## src/rtl/shift_pkg.sv

```systemverilog
// ============================================================================
// Module      : shift_pkg
// Description : Shared types and constants for the iterative shift sequencer.
// Revision    : 1.0 - initial release
// ============================================================================
`default_nettype none

package shift_pkg;

    localparam int XLEN_DEF    = 32;
    localparam int SHAMT_W_DEF = 5;
    localparam int NUM_STAGES  = 5;
    localparam int STAGE_W     = $clog2(NUM_STAGES);

    typedef enum logic [1:0] {
        SH_SLL = 2'b00,
        SH_SRL = 2'b01,
        SH_SRA = 2'b10,
        SH_RSV = 2'b11
    } shift_op_e;

    typedef enum logic [1:0] {
        IDLE  = 2'b00,
        SHIFT = 2'b01,
        DONE  = 2'b10
    } shift_state_e;

endpackage

`default_nettype wire

```

## src/rtl/shift_stage.sv

```systemverilog
// ============================================================================
// Module      : shift_stage
// Description : One conditional binary shift stage (shift by 2^stage if enabled).
// Revision    : 1.0 - initial release
// ============================================================================
`default_nettype none

module shift_stage
    import shift_pkg::*;
#(
    parameter int XLEN    = XLEN_DEF,
    parameter int SHAMT_W = SHAMT_W_DEF
) (
    input  logic [XLEN-1:0]    i_data,
    input  shift_op_e          i_op,
    input  logic               i_sign,
    input  logic [STAGE_W-1:0] i_stage,
    input  logic               i_en,
    output logic [XLEN-1:0]    o_data
);

    logic [SHAMT_W-1:0] w_amt;
    logic [XLEN-1:0]    w_fill;

    always_comb begin
        w_amt  = SHAMT_W'(1) << i_stage;
        // Ones in exactly the MSB positions vacated by a right shift of w_amt.
        w_fill = ~({XLEN{1'b1}} >> w_amt);
        o_data = i_data;
        if (i_en) begin
            case (i_op)
                SH_SLL:  o_data = i_data << w_amt;
                SH_SRL:  o_data = i_data >> w_amt;
                SH_SRA:  o_data = (i_data >> w_amt) | (i_sign ? w_fill : '0);
                default: o_data = i_data;
            endcase
        end
    end

endmodule

`default_nettype wire

```

## src/rtl/shift_seq_ctrl.sv

```systemverilog
// ============================================================================
// Module      : shift_seq_ctrl
// Description : Iterative SLL/SRL/SRA sequencer, one binary stage per cycle.
//               Optional macro SHIFT_EARLY_DONE_EN skips trailing zero stages.
// Revision    : 1.0 - initial release
// ============================================================================
`default_nettype none

module shift_seq_ctrl
    import shift_pkg::*;
#(
    parameter  int XLEN    = XLEN_DEF,
    localparam int SHAMT_W = $clog2(XLEN)
) (
    input  logic            clk,
    input  logic            rst,
    input  logic            in_valid,
    output logic            in_ready,
    input  logic [1:0]      op,
    input  logic [XLEN-1:0] data_in,
    input  logic [31:0]     shift_amount,
    output logic            out_valid,
    input  logic            out_ready,
    output logic [XLEN-1:0] data_out,
    output logic            busy
);

    shift_state_e       r_state;
    shift_state_e       w_state_nx;
    logic [STAGE_W-1:0] r_stage;
    logic [XLEN-1:0]    r_work;
    logic [SHAMT_W-1:0] r_shamt;
    shift_op_e          r_op;
    logic               r_sign;
    logic [XLEN-1:0]    r_data_out;
    logic               r_out_valid;

    logic [XLEN-1:0]    w_stage_out;
    logic [SHAMT_W-1:0] w_shamt_in;
    logic               w_accept;
    logic               w_last;
    logic               w_skip;
    logic               w_unused_amt;

    assign w_shamt_in   = shift_amount[SHAMT_W-1:0];
    assign w_unused_amt = ^shift_amount[31:SHAMT_W];
    assign w_accept     = in_valid && in_ready;

`ifdef SHIFT_EARLY_DONE_EN
    logic [SHAMT_W-1:0] w_rest;
    // Done once no higher shamt bit remains beyond the current stage.
    assign w_rest = r_shamt >> r_stage;
    assign w_last = (w_rest[SHAMT_W-1:1] == '0);
    assign w_skip = (w_shamt_in == '0);
`else
    assign w_last = (r_stage == STAGE_W'(NUM_STAGES - 1));
    assign w_skip = 1'b0;
`endif

    shift_stage #(
        .XLEN    (XLEN),
        .SHAMT_W (SHAMT_W)
    ) u_stage (
        .i_data  (r_work),
        .i_op    (r_op),
        .i_sign  (r_sign),
        .i_stage (r_stage),
        .i_en    (r_shamt[r_stage]),
        .o_data  (w_stage_out)
    );

    always_comb begin
        w_state_nx = r_state;
        case (r_state)
            IDLE:    if (w_accept) w_state_nx = w_skip ? DONE : SHIFT;
            SHIFT:   if (w_last) w_state_nx = DONE;
            DONE:    if (out_ready) w_state_nx = IDLE;
            default: w_state_nx = IDLE;
        endcase
    end

    always_ff @(posedge clk) begin
        if (rst) begin
            r_state     <= IDLE;
            r_stage     <= '0;
            r_work      <= '0;
            r_shamt     <= '0;
            r_op        <= SH_SLL;
            r_sign      <= 1'b0;
            r_data_out  <= '0;
            r_out_valid <= 1'b0;
        end else begin
            r_state <= w_state_nx;
            case (r_state)
                IDLE: begin
                    if (w_accept) begin
                        r_work  <= data_in;
                        r_shamt <= w_shamt_in;
                        r_op    <= shift_op_e'(op);
                        r_sign  <= data_in[XLEN-1];
                        r_stage <= '0;
                        if (w_skip) begin
                            r_data_out  <= data_in;
                            r_out_valid <= 1'b1;
                        end
                    end
                end
                SHIFT: begin
                    r_work  <= w_stage_out;
                    r_stage <= r_stage + STAGE_W'(1);
                    if (w_last) begin
                        r_data_out  <= w_stage_out;
                        r_out_valid <= 1'b1;
                    end
                end
                DONE: begin
                    if (out_ready) r_out_valid <= 1'b0;
                end
                default: r_out_valid <= 1'b0;
            endcase
        end
    end

    assign in_ready  = (r_state == IDLE) && !rst;
    assign busy      = (r_state != IDLE);
    assign out_valid = r_out_valid;
    assign data_out  = r_data_out;

endmodule

`default_nettype wire

```

## config.mk

```make
export PLATFORM = sky130hd
export DESIGN_NAME = shift_seq_ctrl
export DESIGN_NICKNAME = d
export VERILOG_FILES = /design/src/rtl/shift_pkg.sv /design/src/rtl/shift_stage.sv /design/src/rtl/shift_seq_ctrl.sv
export SDC_FILE = /design/constraint.sdc
export NUM_CORES = 1
export LEC_CHECK = 0
export ABC_AREA = 1
export ABC_CLOCK_PERIOD_IN_PS = 3300
export CAP_MARGIN = 25
export CORE_MARGIN = 2
export CORE_UTILIZATION = 56
export CTS_BUF_LIST = sky130_fd_sc_hd__clkbuf_16
export DETAILED_ROUTE_END_ITERATION = 7
export PLACE_DENSITY = 0.87
export SYNTH_ARGS = -nofsm -noshare
export SYNTH_HDL_FRONTEND = slang
export SYNTH_SLANG_ARGS = --single-unit
```

## constraint.sdc

```tcl
create_clock -name clk -period 3.3 [get_ports clk]
set_clock_uncertainty 0.15 [all_clocks]
set_input_delay 0.66 -clock clk [delete_from_list [all_inputs] [get_ports clk]]
set_output_delay 0.66 -clock clk [all_outputs]
set_load 0.01 [all_outputs]
```

==> flow_summary.ini <==
[outcome]
outcome = finished clean

[sta]
setup_viol = 0
rsz0062_at_grt = false
hold_viol_final = 0
drv_slew = 0
period_share = 0.936
finalCriticalPeriod_ns = 3.09
setup_tns_ns = 0
setup_ws_ns = 0.212
slew_headroom = 0.399
fmax_mhz = 324
tightest_slew_ns = 0.898

[layout]
insertedDiodeCount = 0
drive_above_1_share = 0.0614
syn2layout_area_growth_pct = 17.4
nNetsFinal = 1341
final-instance-count-excl-fill = 1417

[global_route]
grt_pass1_wl_mm = 45.2
track_usage = 0.442
grt_max_degree = 56
grt_pass1_vias = 8287
gr-total-overflow = 0
antenna_found_initial = 0

[worst_setup_path]
worst-path-buf-inv = 5
max_stage_delay_ns = 0.48
cp.arrival_ns = 3.14
timing.critical_path.mode_cell = nor2_1
critPathTopFamily = buffers and inverters
worstPathRequired_ns = 3.36
crit_type = flip-flop to flip-flop
crit_path_end_kind = flip-flop
cp_cell_sequence = inv_1 -> ha_1 -> nand2_2 -> buf_4 -> inv_2 -> nor2_1 -> buf_4 -> inv_1 -> nor2_1 -> nor2_1 -> o21ai_1 -> nand3_1 -> nand3_1 -> a21oi_1
slowest_stage = dfxtp_1
cp-start-kind = flip-flop
critPathMaxFanout = 27

[yosys]
synth_cells = 1223
synth-seq-cells = 78
synth_fp_nets = 1298
synthFlopType = dfxtp_1
yosys-top-cells-area = dfxtp_1 (23%), nand3_1 (21%), nand2_1 (18%), a21oi_1 (7.1%), o21ai_0 (5.6%)
ys_seq_area_frac = 0.226
yosys.area.top_type = dfxtp_1
avgSynthCellArea_um2 = 5.64
syn_area_mm2 = 0.00690
synth-edff-count = 0
synth-async-reset-ratio = 0
yosys_warnings = 0
synth_top_area_frac = 0.226
synth_cell_types = 33

[placed_design]
numPortBuffers = 77
gp_congestion = 1.08
pre_cts_ws_ns = 0.409
placed_cells = 1402
dp_hpwl_mm = 22.3

[clock_tree]
ctsResizeCount = 0
cts_buffers = 9
root_buffer = clkbuf_16
clk-insertion-delay-late_ns = 0.34
cts_setup_buffers = 0
clk_pin_slew_ns = 0.06
clock_sinks = 78
cts_tree = built
cts.path.max_buffers = 2
cts-hold-fix-buffers = 0
h-tree-depth = 3

[drt]
drtAntennaViolNets = 0
via_per_inst = 6.54
route.vias.total = 9268
wl_mm = 29.3
initialDrtViolationCount = 1718
drc = 0
drt-wirelength-per-cell_um = 20.7
first_pass_iters = 7

[worst_hold_path]
hp-class = flip-flop to flip-flop

[die]
die-area_mm2 = 0.0132
num_rows = 40
initial_core_util = 0.574
ios = 105
die_w_um = 115
die_h_um = 115
core_mm2 = 0.0120

[power_and_ir_drop]
p_total_mw = 4.10
powerDensity_mw_per_mm2 = 506
p_leak_nw = 3.67
peakVddDrop_v = 0.000600

[job]
maxCapViolCount = 0
==> power by group <==
| part | leakage [nW] | internal [mW] | switching [mW] | total [mW] |
|---|---|---|---|---|
| clock network | 0.139 | 0.580 | 0.405 | 0.985 |
| logic | 2.89 | 0.607 | 1.47 | 2.07 |
| registers | 0.636 | 1.00 | 0.0405 | 1.04 |
| total | 3.67 | 2.19 | 1.91 | 4.10 |
==> flip-flops by register name, summed over array words and instances, names as in the netlist <==
register,flops
data_out,32
out_valid,1
r_op,2
r_shamt,5
r_sign,1
r_stage,3
r_state,2
r_work,32
==> layout by cell type, fill, tap and decap left out, drive strengths merged <==
cell type | Yosys | layout
dfxtp | 78 | 78
nand4 | 17 | 17
o221ai | 16 | 16
o21ai | 107 | 107
clkinv | 2 | 6
or2 | 1 | 1
buf | 38 | 39
nor2 | 51 | 51
o31ai | 1 | 1
a21boi | 1 | 1
clkinvlp | 0 | 1
a211oi | 1 | 1
o211ai | 11 | 11
nand3 | 304 | 304
o21bai | 1 | 1
clkbuf | 46 | 9
o22ai | 7 | 7
nand2 | 342 | 342
a31oi | 3 | 3
inv | 88 | 88
and2 | 1 | 1
bufinv | 0 | 1
clkdlybuf4s50 | 0 | 77
nand3b | 4 | 4
ha | 5 | 5
a21oi | 98 | 98
==> cell families (layout without fill, tap and decap cells) <==
family	Yosys count	after routing	share of synthesized area
adder cells (fa/ha/maj)	5	5	0.00907
flip-flops	78	78	0.226
AND/OR/NAND/NOR	720	720	0.464
buffers and inverters	174	221	0.104
AO/OA/AOI/OAI	246	246	0.196
==> worst min-delay path, stage by stage (launching register included) <==
cell     delay, ns
dfxtp_1       0.32
nand3_1       0.08
nand2_1       0.04
==> worst paths after layout <==
check | from | endpoint | slack [ns] | cells after the start
worst min-delay path | r_shamt[3] | r_shamt[3] | 0.33 | 2
worst max-delay path | r_stage[0] | r_work[26] | 0.21 | 14
worst min register to register | r_shamt[3] | r_shamt[3] | 0.33 | 2
worst max register to register | r_stage[0] | r_work[26] | 0.21 | 14
==> per-layer routing <==
layer	up-vias	global-route usage	part of all wire
li1	4258	-	-
met1	4220	0.601	0.39
met2	682	0.670	0.43
met3	108	0.110	0.13
met4	0	0.183	0.043
met5	-	0	0
==> synth_stat cells (all sizes together), types with 4 or more instances <==
cell type  number
nand2         342
nand3b          4
clkbuf         46
o211ai         11
ha              5
o22ai           7
inv            88
o21ai         107
buf            38
dfxtp          78
nand4          17
nor2           51
nand3         304
a21oi          98
o221ai         16
==> stage by stage <==
step | hold slack (ns) | instance area, um2 | util
2_1_floorplan | 0.275 | 6900 | -
3_3_place_gp | 0.293 | 7800 | 0.650
3_5_place_dp | 0.305 | 7810 | 0.650
4_1_cts | 0.325 | 8100 | 0.674
5_1_grt | 0.355 | 8100 | 0.674
6_report | 0.329 | 8100 | 0.674
==> layout make-up <==
| class | count | area [um2] |
|---|---|---|
| Clock inverter | 6 | 63.8 |
| Inverter | 90 | 338 |
| Timing Repair Buffer | 116 | 1100 |
| Multi-Input combinational cell | 971 | 4630 |
| Clock buffer | 9 | 225 |
| Tap cell | 147 | 184 |
| Fill cell | 1080 | 3910 |
| Sequential cell | 78 | 1560 |
(Power assumes the default switching activity.)
